--- src/rtl/rx_timing_probe_ctrl.sv ---
// rx_timing_probe_ctrl
// Runs a series of TX-to-RX latency probes against the RX timing checker.
// Each probe pulses tx_start, raises tx_started_req, and then waits until
// both the checker's result beat and its ack have been seen. It then drops
// req and waits for the ack to fall. The latency in the top 48 bits of the
// result beat feeds the last/min/max/sum statistics. A probe that times out
// aborts the remaining run. All outputs are registered.

module rx_timing_probe_ctrl #(
   parameter int AXIS_DATA_WIDTH = 512,
   parameter int AXIS_KEEP_WIDTH = AXIS_DATA_WIDTH/8,
   parameter int TIMEOUT_CYCLES  = 1000000
) (
   input  logic                       clk,
   input  logic                       areset,
   input  logic                       start,
   input  logic [15:0]                num_probes,
   input  logic [31:0]                gap_cycles,
   output logic                       tx_start,
   output logic                       tx_started_req,
   input  logic                       tx_started_ack,
   input  logic [AXIS_DATA_WIDTH-1:0] s_axis_tdata,
   input  logic [AXIS_KEEP_WIDTH-1:0] s_axis_tkeep,
   input  logic                       s_axis_tvalid,
   output logic                       s_axis_tready,
   input  logic                       s_axis_tlast,
   output logic                       busy,
   output logic                       done,
   output logic                       timeout_err,
   output logic [15:0]                probe_count,
   output logic [47:0]                last_latency,
   output logic [47:0]                min_latency,
   output logic [47:0]                max_latency,
   output logic [63:0]                sum_latency
);

   localparam int LAT_W = 48;
   // The timeout counter only has to reach TIMEOUT_CYCLES-1.
   localparam int TMO_W = (TIMEOUT_CYCLES < 2) ? 1 : $clog2(TIMEOUT_CYCLES);
   localparam logic [TMO_W-1:0] TMO_LAST = TMO_W'(TIMEOUT_CYCLES - 1);

   typedef enum logic [2:0] {
      S_IDLE,
      S_ARM,
      S_WAIT,
      S_REL,
      S_GAP,
      S_DONE
   } state_t;

   state_t              r_state;
   state_t              w_next;

   logic [15:0]         r_num;        // probes requested for this run
   logic [31:0]         r_gap;        // gap length for this run
   logic [15:0]         r_idx;        // index of the probe in flight
   logic [TMO_W-1:0]    r_tmo_cnt;    // cycles spent in the current WAIT
   logic [31:0]         r_gap_cnt;    // cycles spent in the current GAP
   logic                r_beat_seen;  // result beat already taken this probe
   logic                r_ack_seen;   // ack already observed this probe

   logic                w_start_acc;
   logic                w_accept;
   logic [LAT_W-1:0]    w_lat;
   logic                w_beat_ok;
   logic                w_ack_ok;
   logic                w_resp_done;
   logic                w_tmo;
   logic                w_tmo_exit;
   logic                w_last_probe;
   logic                w_gap_done;
   logic                w_unused;

   // tkeep, tlast and the low data bits carry nothing this block needs.
   assign w_unused = &{1'b0, s_axis_tkeep, s_axis_tlast,
                       s_axis_tdata[AXIS_DATA_WIDTH-LAT_W-1:0]};

   assign w_start_acc  = start && ((r_state == S_IDLE) || (r_state == S_DONE));
   assign w_accept     = (r_state == S_WAIT) && s_axis_tready && s_axis_tvalid;
   assign w_lat        = s_axis_tdata[AXIS_DATA_WIDTH-1 -: LAT_W];

   // The beat and the ack may arrive in either order, or together; the
   // current-cycle terms let the probe finish in the cycle the second one lands.
   assign w_beat_ok    = r_beat_seen || w_accept;
   assign w_ack_ok     = r_ack_seen || tx_started_ack;
   assign w_resp_done  = w_beat_ok && w_ack_ok;
   assign w_tmo        = (r_tmo_cnt == TMO_LAST);
   assign w_tmo_exit   = (r_state == S_WAIT) && !w_resp_done && w_tmo;

   assign w_last_probe = (({1'b0, r_idx} + 17'd1) == {1'b0, r_num});
   // A zero gap still spends one cycle in GAP before re-arming.
   assign w_gap_done   = (({1'b0, r_gap_cnt} + 33'd1) >= {1'b0, r_gap});

   // State register
   always_ff @(posedge clk or posedge areset) begin
      if (areset) r_state <= S_IDLE;
      else        r_state <= w_next;
   end

   // Next-state decode
   always_comb begin
      w_next = r_state;
      case (r_state)
         S_IDLE, S_DONE: begin
            if (start) w_next = (num_probes == 16'd0) ? S_DONE : S_ARM;
         end
         S_ARM:  w_next = S_WAIT;
         S_WAIT: begin
            if (w_resp_done || w_tmo) w_next = S_REL;
         end
         S_REL: begin
            if (!tx_started_ack)
               w_next = (w_last_probe || timeout_err) ? S_DONE : S_GAP;
         end
         S_GAP: begin
            if (w_gap_done) w_next = S_ARM;
         end
         default: w_next = S_IDLE;
      endcase
   end

   // Handshake and status outputs, registered from the next state
   always_ff @(posedge clk or posedge areset) begin
      if (areset) begin
         tx_start       <= 1'b0;
         tx_started_req <= 1'b0;
         s_axis_tready  <= 1'b0;
         busy           <= 1'b0;
         done           <= 1'b0;
      end else begin
         tx_start       <= (w_next == S_ARM);
         tx_started_req <= (w_next == S_ARM) || (w_next == S_WAIT);
         // Ready only while waiting, and only until the first beat is taken.
         s_axis_tready  <= (w_next == S_WAIT) &&
                           !((r_state == S_WAIT) && w_beat_ok);
         busy           <= (w_next == S_ARM) || (w_next == S_WAIT) ||
                           (w_next == S_REL) || (w_next == S_GAP);
         done           <= (w_next == S_DONE);
      end
   end

   // Run configuration latched at an accepted start
   always_ff @(posedge clk or posedge areset) begin
      if (areset) begin
         r_num <= 16'd0;
         r_gap <= 32'd0;
      end else if (w_start_acc) begin
         r_num <= num_probes;
         r_gap <= gap_cycles;
      end
   end

   // Probe index, advanced each time a probe is released into GAP
   always_ff @(posedge clk or posedge areset) begin
      if (areset)                               r_idx <= 16'd0;
      else if (w_start_acc)                     r_idx <= 16'd0;
      else if ((r_state == S_REL) && (w_next == S_GAP)) r_idx <= r_idx + 16'd1;
   end

   // Timeout counter, restarts from 0 on every entry to WAIT
   always_ff @(posedge clk or posedge areset) begin
      if (areset)                 r_tmo_cnt <= '0;
      else if (r_state == S_WAIT) r_tmo_cnt <= r_tmo_cnt + 1'b1;
      else                        r_tmo_cnt <= '0;
   end

   // Gap counter, restarts from 0 on every entry to GAP
   always_ff @(posedge clk or posedge areset) begin
      if (areset)                r_gap_cnt <= 32'd0;
      else if (r_state == S_GAP) r_gap_cnt <= r_gap_cnt + 32'd1;
      else                       r_gap_cnt <= 32'd0;
   end

   // Per-probe record of which response events have been observed
   always_ff @(posedge clk or posedge areset) begin
      if (areset) begin
         r_beat_seen <= 1'b0;
         r_ack_seen  <= 1'b0;
      end else if (r_state == S_WAIT) begin
         if (w_accept)       r_beat_seen <= 1'b1;
         if (tx_started_ack) r_ack_seen  <= 1'b1;
      end else begin
         r_beat_seen <= 1'b0;
         r_ack_seen  <= 1'b0;
      end
   end

   // Sticky timeout flag, cleared at each accepted start
   always_ff @(posedge clk or posedge areset) begin
      if (areset)           timeout_err <= 1'b0;
      else if (w_start_acc) timeout_err <= 1'b0;
      else if (w_tmo_exit)  timeout_err <= 1'b1;
   end

   // Latency statistics, updated once per accepted result beat
   always_ff @(posedge clk or posedge areset) begin
      if (areset) begin
         probe_count  <= 16'd0;
         last_latency <= '0;
         min_latency  <= '0;
         max_latency  <= '0;
         sum_latency  <= 64'd0;
      end else if (w_start_acc) begin
         probe_count  <= 16'd0;
         last_latency <= '0;
         min_latency  <= '1;
         max_latency  <= '0;
         sum_latency  <= 64'd0;
      end else if (w_accept) begin
         probe_count  <= probe_count + 16'd1;
         last_latency <= w_lat;
         sum_latency  <= sum_latency + {16'd0, w_lat};
         if (w_lat < min_latency) min_latency <= w_lat;
         if (w_lat > max_latency) max_latency <= w_lat;
      end
   end

endmodule

--- config.mk ---
export PLATFORM = sky130hd
export DESIGN_NAME = rx_timing_probe_ctrl
export DESIGN_NICKNAME = d
export VERILOG_FILES = /design/src/rtl/rx_timing_probe_ctrl.sv
export SDC_FILE = /design/constraint.sdc
export NUM_CORES = 1
export LEC_CHECK = 0
export ABC_AREA = 1
export BUFFER_PORTS_ARGS = -buffer_cell sky130_fd_sc_hd__buf_2
export CORE_AREA = 2 2 331 333
export DETAILED_ROUTE_END_ITERATION = 12
export DIE_AREA = 0 0 333 335
export GPL_TIMING_DRIVEN = 0
export HOLD_SLACK_MARGIN = 0.12
export SLEW_MARGIN = 20
export SYNTH_ARGS = -nofsm -noshare
export SYNTH_HDL_FRONTEND = slang
export SYNTH_SLANG_ARGS = --single-unit
--- constraint.sdc ---
create_clock -name clk -period 12.5 [get_ports clk]
set_input_delay 0 -clock clk [delete_from_list [all_inputs] [get_ports clk]]
set_output_delay 0 -clock clk [all_outputs]
set_load 0.01 [all_outputs]
=== Word-level counts from Yosys, hierarchy flattened ===
Index checks and enable logic that the tools add are counted.

* Input bits: 630
* Logic and storage cells: 101
* Register bits: 351
* Output and inout port bits: 230

* Mux-type cells: 29
* Add/subtract/negate cells: 7
* Order comparisons: 3
* Equality and inequality tests: 14
* Reductions and logical operators: 29

{| class="wikitable"
|+ Operator list
! kind !! number
|-
| $mux 48 || 8
|-
| $mux 64 || 2
|-
| $add 64x48->64 || 1
|-
| $mux 16 || 4
|-
| $gt 48x48->1 || 1
|-
| $lt 48x48->1 || 1
|-
| $add 32x1->33 const B || 1
|-
| $ge 33x32->1 || 1
|-
| $add 16x1->16 const B || 2
|-
| $add 32x1->32 const B || 1
|-
| $mux 32 || 1
|-
| $add 20x1->20 const B || 1
|-
| $eq 20x20->1 const B || 1
|-
| $mux 20 || 1
|-
| $add 16x1->17 const B || 1
|-
| $eq 17x16->1 || 1
|-
| $logic_not 16->1 || 1
|-
| $mux 3 || 5
|-
| $pmux 3 s5 || 1
|-
| $eq 3x2->1 const B || 4
|-
| $eq 3x3->1 const B || 4
|-
| $reduce_bool 2->1 || 5
|-
| $logic_and 1x1->1 || 9
|-
| $logic_or 1x1->1 || 8
|-
| 7 further kinds || 17
|}

=== Longest topological paths before layout ===
Gate-level depths: netlist of run 1.

* Depth after elaboration: 12
* Depth in mapped cells: 29

=== Worst setup path after synthesis of run 1 ===
OpenSTA, ideal clock, no wires.

* Kind: reg-to-reg
* From: reg r_gap_cnt[2]
* To: reg r_idx[0]
* Path slack: 9.088 ns
* Library setup time: 0.118 ns
* Arrival: 3.294 ns
* Period minus slack after synthesis: 3.412 ns
* Cell stages (with the launch flop): 27
* Cell sequence: dfrtp_1 inv_1 nor3_2 nand2_1 nor2_2 nand4_1 nor3_1 nand3_1 nor3_1 xor2_1 inv_1 ha_1 nand2_1 nor2_1 nand3_1 nor2_1 nand3_1 nand4_1 nor2_2 nand2_1 nand2_1 nand2_1 a21oi_4 nand4_4 buf_6 nand3_1 nand2_1

* Cells in the longest elaborated chain, start to end: 7

{| class="wikitable"
|+ Ends and longest elaborated chain
! element !! RTL line !! text
|-
| start: declaration || 58 || <nowiki>logic [31:0] r_gap_cnt;</nowiki>
|-
| start signal: assignment || 170 || <nowiki>else if (r_state == S_GAP) r_gap_cnt <= r_gap_cnt + 32'd1;</nowiki>
|-
| $add 32x1->33 || 92 || <nowiki>assign w_gap_done = (({1'b0, r_gap_cnt} + 33'd1) >= {1'b0, r_gap});</nowiki>
|-
| $ge 33x32->1 || 92 ||
|-
| $mux 3 || 116 || <nowiki>if (w_gap_done) w_next = S_ARM;</nowiki>
|-
| $pmux 3 s5 || 103 || <nowiki>case (r_state)</nowiki>
|-
| $eq 3x3->1 || 157 || <nowiki>else if ((r_state == S_REL) && (w_next == S_GAP)) r_idx <= r_idx + 16'd1;</nowiki>
|-
| $logic_and 1x1->1 || 157 ||
|-
| $reduce_bool 2->1 (no source line) || -- ||
|-
| end signal: assignment || 157 ||
|-
| end: declaration || 56 || <nowiki>logic [15:0] r_idx;</nowiki>
|}

Every way passes these cells.
A chain may end at the register's enable or synchronous reset.

=== Worst setup path in the final report of run 1 ===
* From: reg r_gap_cnt[5]
* To: reg r_idx[1]

The elaborated chain is that of the path after synthesis.

==> reports/qor.yml, run 1 <==
run_status:
  outcome: "completed"
synthesis:
  yosys.cell_count.top_type: "nand2_1"
  ys_async_sr_fraction_pct: 100.0
  synth-edff-count: 0
  syn_nets: 3896
  synth_ff_type: "dfrtp_1"
  synth.distinct_cells: 53
  ys_warn_count: 0
  synth_cells: 3086
  synth.area.top_cells: "dfrtp_1, nand2_1, ha_1"
  yosysTopAreaCell: "dfrtp_1"
  avgSynthCellArea_um2: 7.259
  synth_top_area_share_pct: 39.21
  synthTopCellsByCount: "nand2_1, inv_1, dfrtp_1"
  seq_area_frac_synth_pct: 39.21
  ys_ff_latch: 351
  syn_area_mm2: 0.02240
worst_setup_path:
  cp-end-kind: "flop"
  worstPathRequired_ps: 13060
  cp_slowest_cell: "dfrtp_1"
  cp-start-kind: "flop"
  crit_fanout: 10
  r2r_end: "r_idx[1]"
  critical-path-max-stage-delay_ps: 420
  worstPathArrival_ps: 4790
  rrSetupSlack_ps: 8260
  reg2reg_from: "r_gap_cnt[5]"
  r2r_cells: 25
  crit_type: "reg -> reg"
clock_network:
  cts_tree: "yes"
  clock_latency_ps: 640
  cts_buffers: 48
  clk_path_buf_depth: 3
  cts_root_buf: "clkbuf_16"
  clock_sinks: 351
  clk_pin_slew_worst_paths_ps: 60
  htreeDepth: 2
final_layout:
  fill_cells: 11920
  final_area_mm2: 0.02899
  drive_above_1_share_pct: 13.01
  area_growth_pct: 29.39
  nNetsFinal: 4413
  multi_input_comb_area_mm2: 0.01163
  seq_area_mm2: 0.008783
floorplanning:
  start_util_pct: 20.72
  die-width_um: 333
  rows: 121
  ios: 860
  core_mm2: 0.1081
  die-area_mm2: 0.1116
  die_y_um: 335
route:
  wirelength_um: 94750
  drt_iter0_drc: 1395
  avgRoutedWirePerCell_um: 18.73
  via_per_inst: 4.432
  antenna_left: 0
  drc: 0
  via_count: 22420
  drtPass1Iterations: 7
timing:
  hold_violations: 0
  report.final.slew_viol_count: 0
  fin_crit_sh_pct: 33.90
  setup_viol: 0
  min_period_ps: 4237
  max_slew_margin_pct: 25.96
  worst_slew_pin_slew_ps: 1111
  skew_ps: 27.78
  max_freq_mhz: 236.0
  setup_slack_ps: 8263
  rsz0062_at_grt: "false"
worst_hold_path:
  hold_path.startpoint: "gap_cycles[17]"
  whs_path_depth: 4
  min_to: "r_gap[17]"
  hold_class: "in -> reg"
grt:
  grt_max_degree: 91
  grt_pass1_wl_um: 139500
  antenna_found_initial: 5
  grt_usage_pct: 16.71
  grt_overflow: 0
  grt_pass1_vias: 21610
placed_design:
  pre_cts_slack_ps: 8316
  hpwlAfterDp_um: 75170
  placed_area_mm2: 0.02598
  port_buffers: 330
  gp_congestion: 0.9346
job:
  drv_cap: 0
pwr:
  power_leakage_nw: 14.74
  power_density_mw_per_mm2: 197.2
  vdd_ir_drop_max_uv: 124.5
per-layer routing:
metal	track usage (%)	wire length [um]	up-vias
met2	28.04	44300	573
met4	5.459	2973	8
met3	4.881	7313	108
met1	20.47	40120	10640
li1	-	-	11090
met5	0	51	-
cells in the final DEF, fill, tap and decap left out, types with 12 or more instances in the layout:
master	Yosys	final
a21oi_1	179	179
a31oi_1	20	20
buf_1	13	12
buf_2	9	339
clkbuf_1	60	63
clkbuf_16	0	48
dfrtp_1	351	351
dlygate4sd3_1	0	132
ha_1	179	179
inv_1	436	435
nand2_1	875	875
nand3_1	213	213
nand4_1	57	57
nor2_1	248	248
nor3_1	50	50
nor4_1	15	15
o21ai_0	220	220
o21bai_1	16	16
xor2_1	29	29
sequential cells by signal, indices dropped and copies added, names as in the netlist, 20 cells and up:
name and flops:
r_gap_cnt 32, sum_latency 64, min_latency 48, max_latency 48
r_gap 32, last_latency 48, r_tmo_cnt 20
metrics by stage:
step	hold slack, ps	power, mW	setup TNS [ps]	cells	utilization, %
final	153.3	5.715	0	5058	26.82
after global routing	165.1	6.161	0	5057	26.81
after CTS	125.4	5.799	0	5057	26.81
after detailed placement	38.33	4.230	0	4835	24.03
after global placement	207.4	4.190	-857580	4830	23.89
after floorplan	116.6	3.127	0	3086	-
cell families after synthesis:
logic type / Yosys count / synth area share (%)
and+or+nand+nor: 1512 / 28.61
buffers and inverters: 524 / 8.914
AOI/OAI and AO/OA: 482 / 11.68
DFF: 351 / 39.21
adders and majority gates: 180 / 10.09
xor gates and xnor gates: 37 / 1.508
report_power, final:
part | switching [mW] | leakage (nW) | internal, mW
registers | 0.215 | 4.69 | 1.45
logic | 1.77 | 9.23 | 0.784
clock network | 0.616 | 0.816 | 0.880
total | 2.60 | 14.7 | 3.12
final cells by class:
class	instances	area share [%]
buffer	85	1.222
multi-input combinational	2211	40.12
clock inverter	29	1.252
tap	1414	6.104
timing repair buffer	467	10.73
inverter	439	5.711
antenna	1	0.008633
sequential	351	30.30
clock buffer	61	4.554
worst max-delay path, delay by kind of cell (launching register included):
kind	cells	cell delay, ps
AO/OA/AOI/OAI	1	200
buffers and inverters	3	360
flip-flops	1	420
AND/OR/NAND/NOR	19	2610
XOR/XNOR	1	230
adder cells (fa/ha/maj)	1	340
worst max path at each step:
stage | slack [ps] | end | start
final | 8260 | r_idx[1] | r_gap_cnt[5]
after global routing | 7730 | r_idx[9] | r_gap_cnt[5]
after CTS | 8280 | r_idx[1] | r_gap_cnt[2]
after detailed placement | 8320 | r_idx[1] | r_gap_cnt[2]
after global placement | -2510 | last_latency[36] | areset
after floorplan | 2760 | busy | areset
what timing repair did:
| action | 4_1_cts | 5_1_grt |
|---|---|---|
| hold endpoints to repair | 481 | 0 |
| hold buffers | 132 | 0 |
| gates resized for setup | 0 | 0 |
| setup buffers | 0 | 0 |
Note: power is estimated with default switching activity, not from simulation.
==> run 2, diff against run 1 <==
Clock period 12.5 ns to 4.3 ns, I/O delays scaled along.
==> reports/qor.yml, run 2 (same netlist as run 1, synthesis figures left out) <==
run_status:
  outcome: "completed"
pwr:
  switching_share_pct: 45.24
  vdd_ir_drop_max_uv: 313.6
  power_leakage_nw: 14.96
  p_clk_share_pct: 25.7
  power_density_mw_per_mm2: 567.3
  p_switching_mw: 7.545
  internal-power_mw: 9.132
  pwr-share-comb_pct: 45.2
  seqPwrFrac_pct: 29.1
route:
  drt_iter0_drc: 1263
  wl_met3_um: 7420
  top_layer: "met5"
  antenna_left: 0
  wl_met1_um: 40460
  met2_length_um: 45200
  via_count: 22670
  drc: 0
  via_per_inst: 4.456
  wirelength_um: 96330
  avgRoutedWirePerCell_um: 18.94
  drtPass1Iterations: 5
final_layout:
  layout_commonest_cell: "nand2_1"
  area_growth_pct: 31.22
  mostFrequentLayoutCells: "nand2_1, inv_1, dfrtp_1"
  final_area_mm2: 0.02940
  drive_above_1_share_pct: 14.22
  top_register: "sum_latency"
  largest_reg_flops: 64
  stdcell_count: 5087
  nNetsFinal: 4445
worst_hold_path:
  hold_path.startpoint: "gap_cycles[17]"
  hold_class: "in -> reg"
worst_setup_path:
  crit_fanout: 7
  startpoint: "r_gap_cnt[3]"
  cp-start-kind: "flop"
  crit_type: "reg -> reg"
  reg2reg_from: "r_gap_cnt[3]"
  worstPathRequired_ps: 4860
  worstPathArrival_ps: 4640
  cp-end-kind: "flop"
floorplanning:
  die-area_mm2: 0.1116
  die_y_um: 335
  die-width_um: 333
  core_mm2: 0.1081
  start_util_pct: 20.72
  ios: 860
  rows: 121
clock_network:
  cts_buffers: 49
  clock_sinks: 351
  clock_latency_ps: 630
  cts_root_buf: "clkbuf_16"
  htreeDepth: 2
  clk_pin_slew_worst_paths_ps: 60
  cts_tree: "yes"
  clk_path_buf_depth: 3
placed_design:
  gp_congestion: 0.9293
  hpwlAfterDp_um: 76000
  dp_cells: 4842
  placed_area_mm2: 0.02609
  port_buffers: 330
  pre_cts_slack_ps: 99.49
timing:
  setup_viol: 0
  skew_ps: 37.93
  max_slew_margin_pct: 25.75
  report.final.slew_viol_count: 0
  fin_crit_sh_pct: 95.01
  hold_violations: 0
  min_period_ps: 4085
  worst_slew_pin_slew_ps: 1114
  max_freq_mhz: 244.8
  setup_slack_ps: 214.6
grt:
  grt_pass1_vias: 21970
  antenna_found_initial: 7
  grt_max_degree: 34
  grt_pass1_wl_um: 141500
  grt_usage_pct: 16.93
  grt_overflow: 0
job:
  drv_cap: 0
## run 2: cell types whose count changed in the layout (fill, tap and decap cells not counted), sizes merged
| cell | delta |
|---|---|
| diode | +2 |
| clkinv | -5 |
| clkbuf | +4 |
| bufinv | -1 |
| inv | -6 |
| buf | +32 |
| clkinvlp | +3 |
## run 2: metal layers
layer / vias up / GRT usage, %
met5: - / 0
met4: 6 / 5.545
met3: 124 / 5.025
met2: 580 / 28.55
met1: 10830 / 20.56
li1: 11130 / -
## run 2: worst max-delay path: stages, from the launching register on
cell and delay (ps):
dfrtp_1 410, nand2_2 100, nor3_4 230, nand2_2 100
nor2_4 130, buf_6 110, nand2_4 50, nor3_4 190
nand4_1 200, nor4_4 360, nand2_1 100, o21bai_1 150
nand2_1 100, inv_2 80, ha_4 190, nand4_1 100
nor2_1 60, nand3_1 70, nand4_1 130, nor2_4 170
nand2_2 80, a21oi_2 160, nand3_2 120, nor2_4 270
buf_6 180, nand3_1 80, nand2_1 90
## run 2: repair_timing
item	CTS	global route
endpoints found under the hold margin	327	0
setup buffers	0	22
hold buffers	132	0
setup endpoints to repair	0	21
resized for setup	0	41
## run 2: area by class of cell
type / instances / area [um^2]
Antenna cell: 3 / 7.507
Buffer: 85 / 352.8
Clock buffer: 66 / 1381
Clock inverter: 20 / 257.7
Fill cell: 11890 / 78700
Inverter: 439 / 1652
Multi-Input combinational cell: 2211 / 11780
Sequential cell: 351 / 8785
Tap cell: 1414 / 1769
Timing Repair Buffer: 498 / 3416
## run 2: power by group through the flow
stage / Sequential, mW / Combinational (mW) / Clock (mW)
after floorplan: 5.10 / 3.99 / 0
after global placement: 4.89 / 7.30 / 0
after detailed placement: 4.90 / 7.41 / 0
after CTS: 4.85 / 7.55 / 4.42
after global routing: 4.98 / 8.47 / 4.53
final: 4.86 / 7.53 / 4.29
## run 2: through the flow
stage          setup TNS, ps  total power, mW  utilization [%]  hold slack (ps)
6_report                   0            16.68            27.20            146.7
5_1_grt                -1086            17.99            27.19            152.2
3_3_place_gp        -1099020            12.18            23.89            206.1
3_5_place_dp               0            12.32            24.13            183.5
2_1_floorplan        -140540            9.092                -            116.6
4_1_cts                    0            16.82            26.87            124.3
## run 2: path summary, 6_finish.rpt
| kind | endpoint | slack (ps) | cells past startpoint |
|---|---|---|---|
| worst min-delay path | r_gap[17] | 150 | 4 |
| worst max register to register | r_idx[8] | 210 | 26 |
| max in group asynchronous | last_latency[39] | 2340 | 8 |
| worst min register to register | last_latency[23] | 480 | 2 |
| min in group asynchronous | last_latency[2] | 620 | 4 |
| worst max-delay path | r_idx[8] | 210 | 26 |
